--- src/rtl/program_rom_if.sv ---
// Fetch bus between the Jac1-8 fetch stage and the program ROM:
// the fetch stage drives the program counter, the ROM returns the instruction word.
interface program_rom_if #(
  parameter int PC_WIDTH  = 8,
  parameter int DataWidth = 16
);
  logic [PC_WIDTH-1:0]  pc;
  logic [DataWidth-1:0] ir;

  modport master (output pc, input ir);
  modport slave  (input pc, output ir);
endinterface

--- src/rtl/program_rom.sv ---
// program_rom: read-only boot program store of the Jac1-8 CPU.
// Default: registered synchronous read, one-cycle latency, async active-low clear.
// Build option PROGMEM_COMB_READ_EN: ir follows pc combinationally (clk unused).
// Addresses at or above CMD_CNT read as zero.
module program_rom #(
  parameter int PC_WIDTH  = 8,
  parameter int DataWidth = 16,
  parameter int CMD_CNT   = 64
) (
  input  logic          clk,
  input  logic          res_n,
  program_rom_if.slave  bus
);

  // Fixed boot image; unlisted addresses and anything past CMD_CNT read as zero.
  function automatic logic [DataWidth-1:0] rom_word(input logic [PC_WIDTH-1:0] addr);
    int unsigned idx;
    logic [15:0] w;
    idx = 32'(addr);
    w   = '0;
    if (idx < 32'(CMD_CNT)) begin
      case (idx)
        0:  w = 16'h4903;
        1:  w = 16'h4A14;
        2:  w = 16'h4BF0;
        3:  w = 16'h0910;
        4:  w = 16'h1918;
        5:  w = 16'h480F;
        6:  w = 16'h2008;
        7:  w = 16'h2918;
        8:  w = 16'h3308;
        9:  w = 16'h1308;
        10: w = 16'h8802;
        13: w = 16'h3902;
        14: w = 16'h4204;
        15: w = 16'h9003;
        19: w = 16'h1210;
        20: w = 16'h8801;
        22: w = 16'h9801;
        24: w = 16'h0910;
        25: w = 16'h9801;
        27: w = 16'h5100;
        28: w = 16'h5008;
        29: w = 16'h8008;
        default: w = '0;
      endcase
    end
    return DataWidth'(w);
  endfunction

`ifdef PROGMEM_COMB_READ_EN
  // Combinational read: zero-latency lookup, forced to zero while in reset.
  always_comb begin
    bus.ir = '0;
    if (res_n) bus.ir = rom_word(bus.pc);
  end
`else
  logic [DataWidth-1:0] ir_q;

  // Registered read: sample pc on each rising edge, clear asynchronously in reset.
  always_ff @(posedge clk or negedge res_n) begin
    if (!res_n) ir_q <= '0;
    else        ir_q <= rom_word(bus.pc);
  end

  assign bus.ir = ir_q;
`endif

endmodule

--- src/flat_wrapper.sv ---
// flat-port wrapper written by rule: the top's interface ports become plain ports
module program_rom_flat 
#(
  parameter int PC_WIDTH  = 8,
  parameter int DataWidth = 16,
  parameter int CMD_CNT   = 64
)
  (clk, res_n, bus_pc, bus_ir);
  program_rom_if #(.PC_WIDTH(PC_WIDTH), .DataWidth(DataWidth)) bus_i ();
  input  logic clk;
  input  logic res_n;
  input wire logic [$bits(bus_i.pc)-1:0] bus_pc;
  output wire logic [$bits(bus_i.ir)-1:0] bus_ir;
  assign bus_i.pc = bus_pc;
  assign bus_ir = bus_i.ir;
  program_rom #(.PC_WIDTH(PC_WIDTH), .DataWidth(DataWidth), .CMD_CNT(CMD_CNT)) u_core (.clk(clk), .res_n(res_n), .bus(bus_i));
endmodule
--- config.mk ---
export PLATFORM = sky130hd
export DESIGN_NAME = program_rom_flat
export DESIGN_NICKNAME = d
export VERILOG_FILES = /design/src/rtl/program_rom_if.sv /design/src/rtl/program_rom.sv /design/src/flat_wrapper.sv
export SDC_FILE = /design/constraint.sdc
export NUM_CORES = 1
export LEC_CHECK = 0
export CORE_MARGIN = 2
export CORE_UTILIZATION = 50
export DETAILED_ROUTE_END_ITERATION = 6
export GPL_TIMING_DRIVEN = 0
export HOLD_SLACK_MARGIN = 0.03
export PLACE_DENSITY = 0.81
export SLEW_MARGIN = 20
export SYNTH_ARGS = -nofsm -noshare
export SYNTH_HDL_FRONTEND = slang
export SYNTH_SLANG_ARGS = --single-unit
--- constraint.sdc ---
create_clock -name clk -period 1.1 [get_ports clk]
set_input_delay 0.22 -clock clk [delete_from_list [all_inputs] [get_ports clk]]
set_output_delay 0.22 -clock clk [all_outputs]
set_load 0.03 [all_outputs]
==> reports/qor.yml <==
drv_slew: 0
fin_cells: 155
rows: 16
synthFlopType: "dfrtp_1"
grt_max_degree: 14
post-route-period-util_pct: 106.6
cts_tree: "built"
status: "finished with violations"
worst-endpoint-required_ps: 880
ys_warn_count: 0
hold_depth: 4
via_per_inst: 5.987
dieArea_sq_mm: 0.002458
wl_met1_microns: 1091
yosysSeqAreaShare_pct: 31.33
synth_cell_types: 41
clockBufferDepth: 2
finalPower_uw: 1168
cts_sinks: 13
finalHoldViolCount: 0
num_io_pins: 26
slowest_stage: "dfrtp_1"
synth.avg_cell_area_sq_um: 10.49
violations: "negative setup slack"
max_freq_mhz: 852.8
portBuffers: 23
setup_ws_ps: -72.61
end_kind: "output pin"
coreArea_sq_mm: 0.001962
min_period_ps: 1173
slowest_delay_ps: 400
nets: 145
initial_utilization_pct: 52.93
synth_area_sq_mm: 0.001038
drtIter0Drc: 29
p_leak_uw: 0.0006235
clkTransAtPathRegs_ps: 70
gp_congestion: 0.8681
h-tree-depth: 1
start_kind: "register"
maxCapViolCount: 0
synth_edf_count: 0
post-place-cells: 149
path_delay_family: "flip-flops"
synthCells: 99
synthToLayoutAreaGrowth_pct: 32.05
tightest_slew_ps: 609.5
critical_path.cell_chain: "buf_4 -> buf_6"
met2_length_microns: 1412
totalWireLength_microns: 2786
routed.top_layer: "met4"
crit_buf_inv: 2
hold-worst-slack_ps: 289.4
ir_drop_v: 0.0007610
final_antenna_net_count: 0
crit_fanout: 3
groute.usage.overall_pct: 24.31
setup_viol: 2
hold_path.class: "input pin to register"
async_reset_ff_share_pct: 100.0
crit_path_start: "u_core.bus.ir[7]"
dp_hpwl_microns: 1802
grt_pass1_wl_microns: 4485
cts_root_buffer: "clkbuf_4"
rsz0062_at_grt: "yes"
cts_hold_buf: 0
antennaDiodeCount: 0
p_per_area_mw_per_mm2: 851.8
syn-num-nets: 115
wl_met3_microns: 208
ys_ff_latch: 13
firstDrtPassIters: 4
grt_overflow: 0
largest_register_ffs: 13
slew_headroom_pct: 59.24
drc_errors: 0
fp.dieH_microns: 49.58
grt_antenna_before_repair: 0
crit_end: "bus_ir[7]"
fp.dieW_microns: 49.58
avgRoutedWirePerCell_microns: 17.97
cts_buffers: 3
drive_above_1_share_pct: 46.09
grt_pass1_vias: 882
num_vias: 928
worstSetupPathDepth: 2
criticalPathCategory: "register to output pin"
cp.arrival_ps: 950
==> Yosys cell counts, types with 2 or more instances <==
cell,n,area (sq um)
a2111oi_2,2,30.03
a211oi_1,3,22.52
a21oi_1,4,20.02
a31oi_1,2,12.51
buf_4,4,30.03
buf_6,5,56.30
dfrtp_1,13,325.3
ha_1,6,75.07
inv_1,2,7.510
mux2_1,2,22.52
mux2_2,2,22.52
mux2i_1,5,50.05
nand2_1,4,15.01
nand2b_1,4,25.02
nor2_1,5,18.77
nor2b_1,5,31.28
nor3_1,3,15.01
nor3_2,2,20.02
nor3b_2,2,25.02
o211ai_1,2,15.01
o21ai_1,2,10.01
==> per-stage QoR <==
stage	utilization, %	worst slack (ps)	setup TNS [ps]	cell area [sq um]
6_report	69.90	-72.61	-140.0	1371
5_1_grt	69.90	-102.2	-228.0	1371
4_1_cts	68.81	-80.04	-206.8	1350
3_5_place_dp	66.90	-990.4	-12240	1313
3_3_place_gp	66.90	-943.9	-11330	1313
2_1_floorplan	-	-106.4	-215.7	1049
==> routing by layer <==
layer	GRT usage (%)	vias to the layer above
met1	29.75	449
met4	9.722	0
met3	4.242	10
li1	-	418
met2	42.00	51
met5	0	-
==> worst min-delay path by stage <==
stage                   start           endpoint
finish              bus_pc[0]  u_core.bus.ir[15]
CTS                 bus_pc[0]  u_core.bus.ir[15]
floorplan               res_n   u_core.bus.ir[0]
global placement        res_n  u_core.bus.ir[12]
global route        bus_pc[0]  u_core.bus.ir[15]
detailed placement      res_n  u_core.bus.ir[12]
==> what timing repair did <==
item	CTS	global route
endpoints found under the hold margin	0	0
buffers inserted	1	0
pin swaps	1	1
resized for setup	105	11
gates cloned	1	0
endpoints found under the setup margin	28	12
==> placed cells by master, fill, tap and decap left out, drive strengths merged, types with 2 or more instances in the layout <==
| cell type | count |
|---|---|
| buf | 30 |
| dfrtp | 13 |
| nor2 | 6 |
| ha | 6 |
| clkbuf | 6 |
| mux2i | 5 |
| nor2b | 5 |
| nor3 | 5 |
| a21oi | 4 |
| nand2b | 4 |
| nand2 | 4 |
| a211oi | 4 |
| mux2 | 4 |
| dlygate4sd2 | 3 |
| inv | 3 |
| o21ai | 3 |
| nor3b | 3 |
| a31oi | 2 |
| o211ai | 2 |
| a2111oi | 2 |
==> power breakdown <==
part           switching [uW]  leakage (uW)  internal [uW]
clock                     172     0.0000150            141
sequential               2.42      0.000180            487
combinational             208      0.000429            158
==> cell families (layout without fill, tap and decap cells) <==
logic type / Yosys count / after routing / synth area share [%]
adder cells (fa/ha/maj): 6 / 6 / 7.229
multiplexers: 10 / 10 / 11.33
AND/OR/NAND/NOR: 31 / 31 / 18.92
other: 1 / 1 / 0.3611
AO/OA/AOI/OAI: 24 / 24 / 19.52
buffers and inverters: 14 / 43 / 11.32
flip-flops: 13 / 13 / 31.33
==> layout make-up <==
cell class              count  area (sq um)
multi-input cells          72         661.9
plain buffers              11         116.4
fillers                   156         590.6
repair buffers             25         191.4
well taps                  27         33.78
clock buffers               4         26.28
flip-flops and latches     13         325.3
inverters                   3         16.27
(Power assumes the default switching activity.)
